===== src/rtl/therm_temp_conv.sv =====
// Thermistor ADC code to temperature converter.
// Converts an ADC code to a signed temperature (LSB = 1/16 degC). The top
// four code bits select one segment of a 17-point calibration table. The
// remaining fraction bits interpolate linearly between the two end points
// of that segment, using a shift-add multiply.
// Ports:
//   clk, rst                    clock, asynchronous active-high reset
//   in_valid/in_ready           request handshake (accept in IDLE only)
//   in_ch, in_code              channel tag and ADC code of the request
//   out_valid/out_ready         result handshake
//   out_ch, out_temp            channel tag and saturated temperature
//   out_alarm                   {above ALARM_HI, below ALARM_LO}
//   out_err                     request tag was >= N_CH
//   lut_we, lut_addr, lut_data  calibration table write port
module therm_temp_conv #(
  parameter int unsigned ADC_W = 8,
  parameter int unsigned TEMP_W = 12,
  parameter int unsigned N_CH = 4,
  parameter logic signed [TEMP_W-1:0] ALARM_HI = 12'sd1280,
  parameter logic signed [TEMP_W-1:0] ALARM_LO = -12'sd160,
  localparam int unsigned CH_W = (N_CH > 1) ? $clog2(N_CH) : 1
) (
  input  logic                     clk,
  input  logic                     rst,
  input  logic                     in_valid,
  output logic                     in_ready,
  input  logic [CH_W-1:0]          in_ch,
  input  logic [ADC_W-1:0]         in_code,
  output logic                     out_valid,
  input  logic                     out_ready,
  output logic [CH_W-1:0]          out_ch,
  output logic signed [TEMP_W-1:0] out_temp,
  output logic [1:0]               out_alarm,
  output logic                     out_err,
  input  logic                     lut_we,
  input  logic [4:0]               lut_addr,
  input  logic [TEMP_W-1:0]        lut_data
);

  localparam int unsigned F     = ADC_W - 4;
  localparam int unsigned DW    = TEMP_W + 1;
  localparam int unsigned PW    = TEMP_W + 1 + F;
  localparam int unsigned SW    = TEMP_W + 2;
  localparam int unsigned CNT_W = $clog2(F + 1);

  typedef enum logic [1:0] {IDLE, LOOKUP, MULT, DONE} state_t;

  state_t state, state_nxt;

  logic [CH_W-1:0]          ch_q;
  logic [ADC_W-1:0]         code_q;
  logic                     err_q;
  logic signed [TEMP_W-1:0] lut [0:16];
  logic signed [TEMP_W-1:0] t_lo;
  logic signed [PW-1:0]     md;
  logic signed [PW-1:0]     acc;
  logic [F-1:0]             mr;
  logic [CNT_W-1:0]         cnt;

  logic                     accept;
  logic                     in_ready_d;
  logic                     out_valid_d;
  logic [4:0]               idx_lo;
  logic [4:0]               idx_hi;
  logic signed [DW-1:0]     diff;
  logic signed [DW-1:0]     quot;
  logic signed [SW-1:0]     sum;
  logic signed [TEMP_W-1:0] temp_sat;
  logic [1:0]               alarm;

  assign accept = (state == IDLE) && in_valid && in_ready;

  // State register
  always_ff @(posedge clk or posedge rst) begin
    if (rst) state <= IDLE;
    else     state <= state_nxt;
  end

  // Next-state logic
  always_comb begin
    state_nxt = state;
    case (state)
      IDLE:    if (accept) state_nxt = LOOKUP;
      LOOKUP:  state_nxt = MULT;
      MULT:    if (cnt == CNT_W'(F)) state_nxt = DONE;
      DONE:    if (out_valid && out_ready) state_nxt = IDLE;
      default: state_nxt = IDLE;
    endcase
  end

  // Handshake outputs are registered from the next state.
  // in_ready therefore rises one edge after DONE is left, or after reset.
  always_comb begin
    in_ready_d  = 1'b0;
    out_valid_d = 1'b0;
    if (state_nxt == IDLE) in_ready_d  = 1'b1;
    if (state_nxt == DONE) out_valid_d = 1'b1;
  end

  // Calibration table; addresses above 16 are dropped.
  always_ff @(posedge clk or posedge rst) begin
    if (rst) begin
      for (int k = 0; k < 17; k++) lut[k] <= '0;
    end else if (lut_we && (lut_addr <= 5'd16)) begin
      lut[lut_addr] <= lut_data;
    end
  end

  // Segment end points, interpolation sum and saturation
  always_comb begin
    idx_lo = 5'(code_q[ADC_W-1:F]);
    idx_hi = idx_lo + 5'd1;
    diff   = {lut[idx_hi][TEMP_W-1], lut[idx_hi]} - {lut[idx_lo][TEMP_W-1], lut[idx_lo]};
    // The arithmetic shift gives floor division by 2^F.
    quot   = DW'(acc >>> F);
    sum    = {{2{t_lo[TEMP_W-1]}}, t_lo} + {quot[DW-1], quot};
    if ((sum[SW-1:TEMP_W-1] == '0) || (sum[SW-1:TEMP_W-1] == '1))
      temp_sat = sum[TEMP_W-1:0];
    else if (sum[SW-1])
      temp_sat = {1'b1, {(TEMP_W-1){1'b0}}};
    else
      temp_sat = {1'b0, {(TEMP_W-1){1'b1}}};
    alarm = {temp_sat > ALARM_HI, temp_sat < ALARM_LO};
  end

  // Request capture, table latch, shift-add multiply and result registers
  always_ff @(posedge clk or posedge rst) begin
    if (rst) begin
      ch_q      <= '0;
      code_q    <= '0;
      err_q     <= 1'b0;
      t_lo      <= '0;
      md        <= '0;
      acc       <= '0;
      mr        <= '0;
      cnt       <= '0;
      in_ready  <= 1'b0;
      out_valid <= 1'b0;
      out_ch    <= '0;
      out_temp  <= '0;
      out_alarm <= '0;
      out_err   <= 1'b0;
    end else begin
      in_ready  <= in_ready_d;
      out_valid <= out_valid_d;
      case (state)
        IDLE: begin
          if (accept) begin
            ch_q   <= in_ch;
            code_q <= in_code;
            err_q  <= 32'(in_ch) >= N_CH;
          end
        end
        LOOKUP: begin
          // Snapshot of the segment; later table writes cannot disturb it.
          t_lo <= lut[idx_lo];
          md   <= {{F{diff[DW-1]}}, diff};
          mr   <= code_q[F-1:0];
          acc  <= '0;
          cnt  <= '0;
        end
        MULT: begin
          if (cnt != CNT_W'(F)) begin
            if (mr[0]) acc <= acc + md;
            md  <= md <<< 1;
            mr  <= mr >> 1;
            cnt <= cnt + CNT_W'(1);
          end else begin
            out_ch    <= ch_q;
            out_err   <= err_q;
            out_temp  <= err_q ? '0 : temp_sat;
            out_alarm <= err_q ? 2'b00 : alarm;
          end
        end
        default: ;
      endcase
    end
  end

endmodule


===== config.mk =====
export PLATFORM = sky130hd
export DESIGN_NAME = therm_temp_conv
export DESIGN_NICKNAME = d
export VERILOG_FILES = /design/src/rtl/therm_temp_conv.sv
export SDC_FILE = /design/constraint.sdc
export NUM_CORES = 1
export LEC_CHECK = 0
export CORE_MARGIN = 2
export CORE_UTILIZATION = 61
export CTS_CLUSTER_SIZE = 8
export DETAILED_ROUTE_END_ITERATION = 10
export HOLD_SLACK_MARGIN = 0.15
export PLACE_DENSITY = 0.84
export SYNTH_ARGS = -nofsm -noshare
export SYNTH_HDL_FRONTEND = slang
export SYNTH_SLANG_ARGS = --single-unit

===== constraint.sdc =====
create_clock -name clk -period 22.1 [get_ports clk]
set_input_delay 6.63 -clock clk [delete_from_list [all_inputs] [get_ports clk]]
set_output_delay 6.63 -clock clk [all_outputs]
set_load 0.005 [all_outputs]

Word-level counts from Yosys, hierarchy flattened:

Index checks and enable logic that the tools add are counted.

* memories: 0
* input port bits: 32
* register bits: 287
* word-level logic and storage cells: 95
* latch bits: 0
* output and inout bits: 19
* memory bits (read-only): 0
* bits in writable memories: 0

* $add $sub $neg: 5
* divide/modulo/power cells: 0
* mux-type cells: 26
* shifts and indexed selects: 0
* multiply operators: 0
* equal/unequal tests: 9
* $lt $le $gt $ge: 7
* bitwise gates (word level): 4
* reductions and logical operators: 14

Operator list (count)
* bitwise mux 204 bit: 1
* binary-select mux 12 bit (select 5 bit): 2
* 2-to-1 mux 12 bit: 7
* case mux 17 bit (2 select lines): 2
* demux 12 bit (select 5 bit): 1
* 2-to-1 mux 17 bit: 3
* >= comparator 6 bit, second input constant: 3
* adder 17 bit: 1
* adder 12 x 13 -> 14 bit: 1
* subtractor 12 x 12 -> 13 bit: 1
* greater-than comparator 12 bit, second input constant: 1
* < comparator 12 x 9 -> 1 bit, second input constant: 1
* inverter 5 -> 6 bit: 2
* case mux 2 bit (4 select lines): 1
* case mux 4 bit (2 select lines): 1
* equality test 2 bit, second input constant: 3
* equality test 3 bit, second input constant: 2
* < comparator 6 x 1 -> 1 bit, second input constant: 1
* 2-to-1 mux 2 bit: 3
* inverter 4 -> 6 bit: 1
* case mux 3 bit (2 select lines): 1
* AND reduction 2 bit: 3
* adder 4 x 1 -> 5 bit, second input constant: 1
* <= comparator 5 bit, second input constant: 1
* other kinds (14): 21

Logic depth before layout (Yosys ltp):

Gate-level depths: netlist of the first run.

* word-level depth: 7
* mapped depth: 16
* gate-level depth less buffers: 14

Least setup slack after synthesis of the first run:

OpenSTA, ideal clock, no wires.

* kind: input to register
* start point: in lut_we
* end point: reg lut[60] in the netlist's numbering
* arrival: 8013 ps
* path slack: 13962 ps
* required time: 21975 ps
* path buffers: 1
* stages: 5
* cell sequence: nor2b_1 -> and3b_1 -> nor2b_1 -> clkbuf_1 -> mux2_2

* cells in the longest elaborated chain, start to end: 1

RTL lines
* from (decl): line 35 `input logic lut_we,`
* logical AND 1 bit: line 104 `end else if (lut_we && (lut_addr <= 5'd16)) begin`
* to (signal, indexed assignment): line 105 `lut[lut_addr] <= lut_data;`
* to (decl): line 53 `logic signed [TEMP_W-1:0] lut [0:16];`

Every way passes these cells.
A chain may end at the register's enable or synchronous reset.

Worst setup path in the final report of the first run:

* start point: in lut_we
* end point: reg lut[41] in the netlist's numbering

Same word-level chain as after synthesis.

==> impl_metrics.json, run 1 <==
{
  "status": "finished, final reports clean",
  "ant_nets": 0,
  "routed_via_density": 6.77,
  "finalHoldViolations": 0,
  "finalNetCount": 1396,
  "drt_iter0_drc": 760,
  "die_area_um2": 27700,
  "htreeDepth": 2,
  "vdd_drop_max_mv": 0.105,
  "grt_pass1_wl_um": 64000,
  "route.vias.total": 11200,
  "fin_crit_sh": 0.393,
  "seq_area_um2": 7190,
  "final_cell_area_um2": 18000,
  "synth_seq_cells": 287,
  "clock_path_buffers": 3,
  "synth.avg_cell_area_um2": 12.5,
  "drc_errors": 0,
  "cts_buffers": 41,
  "drt_wl_total_um": 40200,
  "synth.area.top_cells": "dfrtp_1 (45%), mux4_2 (15%), mux2_2 (15%)",
  "syn-num-nets": 1369,
  "cts_hold_buffers": 0,
  "cts_sinks": 287,
  "postSynthCellCount": 1290,
  "synthDistinctLibCells": 66,
  "setup-tns-final_ns": 0,
  "placed_cell_area_um2": 16900,
  "fmax_mhz": 115,
  "synthArstFlopShare": 1.00,
  "cts_tree": "yes",
  "post_drt_wl_per_cell_um": 24.3,
  "synth-main-ff-cell": "dfrtp_1",
  "routabilityCongestion": 0.899,
  "power_mw": 2.74,
  "critical_path.startpoint_type": "input port",
  "finalSetupViolations": 0,
  "fp.coreArea_um2": 26000,
  "die_h_um": 167,
  "dp_hpwl_um": 25500,
  "cts_resized": 0,
  "hold_class": "reg2reg",
  "antenna_found_initial": 0,
  "syn-cell-area_um2": 16100,
  "critPathKind": "in2reg",
  "post-place-ws_ns": 12.94,
  "synth_top_area_frac": 0.446,
  "grt_pass1_vias": 11700,
  "yosysWarnings": 0,
  "worstSetupEndpointType": "register",
  "crit_start": "lut_we",
  "rr_startpoint": "code_q[4]",
  "worst_pin_slew_ns": 1.28,
  "layout_common_cells": "dfrtp_1 (285), mux2_2 (214), nand2_1 (115), mux4_2 (108), o21ai_0 (64)",
  "fill_cells": 1752,
  "multi_input_comb_area_um2": 8530,
  "powerDensity_nw_per_um2": 153,
  "maxCapViolCount": 0,
  "hold_start": "ch_q[0]",
  "min_period_ns": 8.69,
  "drive_above_1_share": 0.311,
  "rsz0062_at_grt": "no",
  "yosys.area.top_type": "dfrtp_1",
  "num_antenna_cells": 0,
  "required_ns": 22.52,
  "post-cts-setup-buffers": 0,
  "start_util": 0.620,
  "path_max_fanout": 12,
  "ioPinCount": 51,
  "skew_ns": 0.0301,
  "max_slew_margin": 0.144,
  "die_w_um": 167,
  "worstPathArrival_ns": 9.11,
  "rows": 59,
  "grt.total_usage": 0.294,
  "synth_edf_count": 0,
  "postLayoutSetupSlackWorst_ns": 13.41,
  "grt_overflow": 0,
  "p_leak_nw": 7.72,
  "syn2layout_area_growth_pct": 11.5,
  "portBuffers": 49,
  "grt_max_degree": 131,
  "seq_area_frac_synth": 0.446,
  "dr.pass1.iters": 5,
  "clk-insertion-delay-late_ns": 0.55,
  "drv_slew": 0,
  "mostFrequentLayoutCell": "dfrtp_1",
  "clock_tree.root_cell": "clkbuf_16",
  "cts.clk_slew.worst_paths_ns": 0.05
}
[cells in the mapped netlist (all sizes together) (10+ instances only)]
library cell / n
a211oi: 10
dfrtp: 287
a22o: 10
nand2: 115
o21ai: 71
buf: 28
a21oi: 36
mux2: 214
nor3: 17
nor2: 46
nand3: 48
xnor2: 11
nor2b: 14
inv: 24
xor2: 21
clkbuf: 55
ha: 44
nand3b: 11
a32o: 10
mux4: 108
[cell type report]
type / count / share of cell area
multi-input cells: 896 / 0.475
repair buffers: 67 / 0.0348
flip-flops and latches: 287 / 0.400
clock inverters: 2 / 0.00216
clock buffers: 44 / 0.0589
inverters: 24 / 0.00543
well taps: 335 / 0.0233
[state kept, by name, summed over array words and instances, names as in the netlist]
name / count
acc: 17
ch_q: 2
cnt: 3
code_q: 8
in_ready: 1
lut: 204
md: 17
mr: 4
out_alarm: 2
out_ch: 2
out_temp: 12
out_valid: 1
state: 2
t_lo: 12
[per-layer routing]
layer | up-vias | wire [um] | track usage
met5 | - | 0 | 0
met4 | 0 | 2280 | 0.169
met3 | 145 | 2640 | 0.0542
met2 | 465 | 20100 | 0.494
met1 | 5718 | 15200 | 0.359
li1 | 4883 | - | -
[kinds of logic after synthesis]
family / Yosys count / synth area share
muxes: 326 / 0.303
and+or+nand+nor: 288 / 0.0852
DFF: 287 / 0.446
AOI/OAI and AO/OA: 202 / 0.0833
buffers and inverters: 107 / 0.0274
adders and majority gates: 47 / 0.0379
xor gates and xnor gates: 32 / 0.0174
other: 1 / 0.000233
[critical path: stages]
cell	delay, ns
clkdlybuf4s50_1	0.48
nor2b_1	0.29
nand3_1	0.20
nor3b_2	1.06
mux2_2	0.44
[per-stage QoR]
step / hold slack, ns / std cells / utilization
5_1_grt: 0.506 / 1655 / 0.691
2_1_floorplan: 0.435 / 1290 / -
6_report: 0.461 / 1655 / 0.691
3_3_place_gp: 0.448 / 1609 / 0.649
3_5_place_dp: 0.462 / 1609 / 0.649
4_1_cts: 0.463 / 1655 / 0.691
[where the power goes]
group,switching [mW],internal [mW],total (mW)
combinational,0.734,0.646,1.38
clock,0.221,0.335,0.556
sequential,0.137,0.667,0.804
[final timing paths]
path / end / slack [ns] / depth (start not counted)
hold reg to reg: out_ch[0] / 0.46 / 2
min in group asynchronous: lut[179] / 6.66 / 2
hold / removal: out_ch[0] / 0.46 / 2
setup / recovery: lut[41] / 13.41 / 5
setup reg to reg: md[12] / 16.56 / 13
max in group asynchronous: lut[67] / 13.87 / 3
Power figures use the tool's default switching activity.
==> run 2: changes to the inputs <==
==> constraint.sdc (replaced) <==
create_clock -name clk -period 8.6 [get_ports clk]
set_input_delay 2.58 -clock clk [delete_from_list [all_inputs] [get_ports clk]]
set_output_delay 2.58 -clock clk [all_outputs]
set_load 0.005 [all_outputs]
==> run 2 against run 1 <==
- sequential share of layout area about the same
- critical endpoint is now md[16]
- critical path type is now reg2reg
- final area barely moved
- first-iteration DRC count increased by 34%
- global-route usage is 0.077 points lower
==> impl_metrics.json, run 2 (synthesized netlist as in run 1, its figures left out) <==
{
  "htreeDepth": 2,
  "die_area_um2": 27700,
  "die_h_um": 167,
  "powerDensity_nw_per_um2": 393,
  "critical_path.startpoint_type": "register",
  "r2r_end": "md[16]",
  "fin_util": 0.691,
  "ioPinCount": 51,
  "rr_startpoint": "code_q[4]",
  "clock_path_buffers": 3,
  "grt_overflow": 0,
  "post-cts-setup-buffers": 0,
  "final_cell_area_um2": 18000,
  "largest_register": "lut",
  "finalSetupViolations": 0,
  "max_slew_margin": 0.107,
  "largest_reg_flops": 204,
  "ant_nets": 0,
  "vdd_drop_max_mv": 0.243,
  "placed_cell_area_um2": 16900,
  "p_int_mw": 4.24,
  "drive_above_1_share": 0.311,
  "drv_slew": 0,
  "r2r_setup_slack_ns": 3.56,
  "grt_pass1_vias": 11800,
  "drt_iter0_drc": 1018,
  "final_cells": 1654,
  "holdPathStages": 2,
  "post_drt_wl_per_cell_um": 24.2,
  "pwr-share-comb": 0.507,
  "p_switching_mw": 2.82,
  "p_leak_nw": 7.72,
  "cts_resized": 0,
  "cts_sinks": 287,
  "cts_buffers": 41,
  "routabilityCongestion": 0.917,
  "hold-path-endpoint": "out_ch[0]",
  "clk-insertion-delay-late_ns": 0.54,
  "dr.pass1.iters": 5,
  "r2r_cells": 12,
  "cts_tree": "yes",
  "portBuffers": 49,
  "maxCapViolCount": 0,
  "mostFrequentLayoutCell": "dfrtp_1",
  "fin_crit_sh": 0.586,
  "layout_common_cells": "dfrtp_1 (285), mux2_2 (214), nand2_1 (115), mux4_2 (108), o21ai_0 (64)",
  "min_period_ns": 5.04,
  "finalNetCount": 1395,
  "post-place-ws_ns": 3.42,
  "drt_wl_total_um": 40000,
  "finalHoldViolations": 0,
  "cts.clk_slew.worst_paths_ns": 0.05,
  "routed_via_density": 6.82,
  "fp.coreArea_um2": 26000,
  "worstSetupEndpointType": "register",
  "rsz0062_at_grt": "no",
  "p_clk_frac": 0.202,
  "reg_top3": "lut: 204 flops, acc: 17 flops, md: 17 flops",
  "hold_start": "ch_q[0]",
  "antenna_found_initial": 0,
  "path_max_fanout": 52,
  "status": "finished, final reports clean",
  "postLayoutSetupSlackWorst_ns": 3.56,
  "rows": 59,
  "worst_pin_slew_ns": 1.33,
  "die_w_um": 167,
  "clock_tree.root_cell": "clkbuf_16",
  "grt_max_degree": 114,
  "route.vias.total": 11300,
  "num_antenna_cells": 0,
  "skew_ns": 0.0205,
  "hold_class": "reg2reg",
  "setup-tns-final_ns": 0,
  "seq_area_um2": 7190,
  "dp_hpwl_um": 25400,
  "grt_pass1_wl_um": 64100,
  "critPathKind": "reg2reg",
  "dp_cells": 1608,
  "start_util": 0.620,
  "syn2layout_area_growth_pct": 11.5,
  "p_seq_frac": 0.290,
  "multi_input_comb_area_um2": 8530,
  "required_ns": 8.98,
  "drc_errors": 0,
  "fmax_mhz": 199,
  "worstPathArrival_ns": 5.41,
  "fill_cells": 1731,
  "cts_hold_buffers": 0,
  "grt.total_usage": 0.293,
  "p_sw_frac": 0.400
}
==> run 2: cell count changes in the layout (fill, tap and decap cells not counted), sizes merged <==
cell,before,now
buf,18,17
clkinvlp,0,1
inv,25,24
==> run 2: metal layers <==
layer / track usage / routed length, um
met1: 0.382 / 15600
met4: 0.130 / 1640
met5: 0 / 0
met2: 0.488 / 20000
met3: 0.0497 / 2800
==> run 2: worst max-delay path by stage <==
| stage | startpoint | endpoint | slack (ns) |
|---|---|---|---|
| 6_report | code_q[4] | md[16] | 3.56 |
| 2_1_floorplan | rst | acc[0] | 2.21 |
| 3_5_place_dp | lut_we | lut[27] | 3.42 |
| 5_1_grt | code_q[4] | md[16] | 3.11 |
| 3_3_place_gp | lut_we | lut[28] | 3.54 |
| 4_1_cts | code_q[4] | md[16] | 3.52 |
==> run 2: cell type report <==
class / instances / share of cell area
clock buffers: 44 / 0.0589
clock inverters: 2 / 0.00216
inverters: 24 / 0.00522
multi-input cells: 896 / 0.475
flip-flops and latches: 287 / 0.400
well taps: 335 / 0.0233
repair buffers: 66 / 0.0351
==> run 2: per-stage QoR <==
| step | power, mW | hold slack, ns |
|---|---|---|
| final | 7.07 | 0.473 |
| after global routing | 7.49 | 0.497 |
| after CTS | 7.03 | 0.479 |
| after detailed placement | 5.55 | 0.455 |
| after global placement | 5.42 | 0.443 |
| after floorplan | 4.68 | 0.435 |
==> run 2: worst max-delay path, stage by stage, from the launching register on <==
cell and delay [ns]:
dfrtp_4 1.00, buf_4 0.79, mux4_2 0.59, mux4_2 0.50, ha_1 0.25, fa_1 0.39, nor2b_1 0.18, o21a_1 0.14
nor2_1 0.07, o211ai_1 0.23, nand2_1 0.14, o2111ai_1 0.43, a31oi_1 0.15
==> run 2: power groups by stage <==
stage / Clock (mW) / Combinational (mW) / Sequential (mW)
final: 1.43 / 3.58 / 2.05
after detailed placement: 0 / 3.50 / 2.05
after CTS: 1.44 / 3.54 / 2.05
after floorplan: 0 / 2.78 / 1.91
after global placement: 0 / 3.39 / 2.02
after global routing: 1.50 / 3.90 / 2.10
==> run 3: changes to the inputs <==
--- a/config.mk
+++ b/config.mk
@@ -6,11 +6,11 @@
 export NUM_CORES = 1
 export LEC_CHECK = 0
 export CORE_MARGIN = 2
-export CORE_UTILIZATION = 61
+export CORE_UTILIZATION = 56
 export CTS_CLUSTER_SIZE = 8
 export DETAILED_ROUTE_END_ITERATION = 10
 export HOLD_SLACK_MARGIN = 0.15
-export PLACE_DENSITY = 0.84
+export PLACE_DENSITY = 0.82
 export SYNTH_ARGS = -nofsm -noshare
 export SYNTH_HDL_FRONTEND = slang
 export SYNTH_SLANG_ARGS = --single-unit
==> constraint.sdc (replaced) <==
create_clock -name clk -period 4.2 [get_ports clk]
set_input_delay 1.26 -clock clk [delete_from_list [all_inputs] [get_ports clk]]
set_output_delay 1.26 -clock clk [all_outputs]
set_load 0.005 [all_outputs]
==> run 3 against run 2 <==
- sequential share of layout area shrank 0.89 points
- clock skew up 0.025 ns
- clock-buffer cell count up 3
- final area is 2.3% higher
- via count increased by 1.3%
- routed wire length up 2.7%
- utilization is 4.8 points lower
- flip-flop and latch count unchanged
- sequential power increased by 100%
- largest cell class unchanged
==> impl_metrics.json, run 3 (synthesized netlist as in run 1, its figures left out) <==
{
  "fin_util": 0.644,
  "rows": 62,
  "worst_pin_slew_ns": 1.07,
  "whs_ns": 0.468,
  "grt_overflow": 0,
  "crit_buf_inv": 2,
  "cts.clk_slew.worst_paths_ns": 0.06,
  "cts_buffers": 42,
  "drt_iter0_drc": 1013,
  "skew_ns": 0.0451,
  "hold_class": "reg2reg",
  "routabilityCongestion": 0.876,
  "finalSetupViolations": 0,
  "drt_wl_total_um": 41100,
  "critical_path.startpoint_type": "register",
  "worstSetupEndpointType": "register",
  "grt_pass1_vias": 11600,
  "layout_common_cells": "dfrtp_1 (285), mux2_2 (214), nand2_1 (115), mux4_2 (108), o21ai_0 (64)",
  "final_cells": 1734,
  "die_h_um": 174,
  "fin_crit_sh": 0.939,
  "power_mw": 14.8,
  "required_ns": 4.60,
  "route.vias.total": 11400,
  "routed_via_density": 6.59,
  "dp_hpwl_um": 26100,
  "die_w_um": 174,
  "grt_max_degree": 96,
  "reg_top3": "lut: 204 flops, acc: 17 flops, md: 17 flops",
  "p_leak_nw": 7.89,
  "antenna_found_initial": 0,
  "maxCapViolCount": 0,
  "vdd_drop_max_mv": 0.478,
  "max_slew_margin": 0.282,
  "dp_cells": 1682,
  "powerDensity_nw_per_um2": 804,
  "slowest_stage": "dfrtp_4",
  "final_cell_area_um2": 18400,
  "syn2layout_area_growth_pct": 14.0,
  "finalHoldViolations": 0,
  "rsz0062_at_grt": "no",
  "worst_path_largest_cell_delay_ns": 0.61,
  "post-cts-setup-buffers": 0,
  "placed_cell_area_um2": 17200,
  "ioPinCount": 51,
  "drc_errors": 0,
  "cp_cell_sequence": "ha_4 > buf_12 > and4bb_2 > buf_4 > a32oi_1 > ha_1 > fa_1 > nor2b_1 > o21a_1 > nor2_1 > o211ai_1 > nand2_1 > o2111ai_2 > a31oi_1",
  "worstPathArrival_ns": 4.34,
  "mostFrequentLayoutCell": "dfrtp_1",
  "fmax_mhz": 253,
  "largest_reg_flops": 204,
  "die_area_um2": 30200,
  "path_delay_family": "adder cells",
  "cts_sinks": 287,
  "drv_slew": 0,
  "ant_nets": 0,
  "critPathKind": "reg2reg",
  "finalNetCount": 1422,
  "grt.total_usage": 0.276,
  "post_drt_wl_per_cell_um": 23.7,
  "clock_path_buffers": 3,
  "htreeDepth": 2,
  "drive_above_1_share": 0.326,
  "fp.coreArea_um2": 28500,
  "start_util": 0.565,
  "status": "finished, final reports clean",
  "fill_cells": 2057,
  "largest_register": "lut",
  "portBuffers": 49,
  "multi_input_comb_area_um2": 8560,
  "seq_area_um2": 7190,
  "cts_tree": "yes",
  "path_max_fanout": 29,
  "dr.pass1.iters": 5,
  "clk-insertion-delay-late_ns": 0.55,
  "min_period_ns": 3.95,
  "clock_tree.root_cell": "clkbuf_16",
  "grt_pass1_wl_um": 65200
}
-- run 3: changes by cell type in the layout (fill, tap and decap cells not counted), sizes merged --
cell    delta
buf       +25
clkbuf     +4
clkinv     +1
diode      +1
-- run 3: path summary, 6_finish.rpt --
check	start	to	slack (ns)	depth (start not counted)
max in group asynchronous	rst	lut[134]	2.16	3
setup reg to reg	code_q[4]	md[14]	0.25	14
setup / recovery	code_q[4]	md[14]	0.25	14
hold reg to reg	ch_q[0]	out_ch[0]	0.47	2
min in group asynchronous	rst	lut[179]	1.13	2
hold / removal	ch_q[0]	out_ch[0]	0.47	2
-- run 3: area by class of cell --
type                       instances  area share
clock buffer                      47      0.0594
clock inverter                     3     0.00320
antenna                            1    0.000136
timing repair buffer              92      0.0490
inverter                          24     0.00511
sequential                       287       0.391
multi-input combinational        896       0.466
tap                              384      0.0262
-- run 3: where the power goes --
part / total [mW] / switching (mW) / internal, mW / leakage (nW)
sequential: 4.18 / 0.670 / 3.51 / 3.66
clock: 3.04 / 1.22 / 1.82 / 0.560
combinational: 7.55 / 3.99 / 3.56 / 3.67
total: 14.8 / 5.88 / 8.89 / 7.89
-- run 3: routing by layer --
layer / vias up / share of wire / global-route usage
met5: - / 0 / 0
met1: 5798 / 0.39 / 0.368
met3: 158 / 0.076 / 0.0520
li1: 4946 / - / -
met2: 519 / 0.48 / 0.440
met4: 0 / 0.055 / 0.133
-- run 3: what timing repair did --
| action | CTS | global route |
|---|---|---|
| hold buffers | 0 | 0 |
| resized for setup | 1 | 4 |
| setup endpoints to repair | 1 | 6 |
| hold endpoints to repair | 0 | 0 |
| cloned | 0 | 1 |
| pin swaps | 0 | 0 |
-- run 3: metrics by stage --
step                setup TNS (ns)  worst slack [ns]
finish                           0             0.254
global route                     0            0.0645
CTS                              0            0.0197
detailed placement               0            0.0480
global placement                 0             0.203
floorplan                  -248.32            -0.865
-- run 3: worst min-delay path, stage by stage (launching register included) --
cell	delay, ns
dfrtp_1	0.34
nand2_1	0.05
nand2_1	0.05
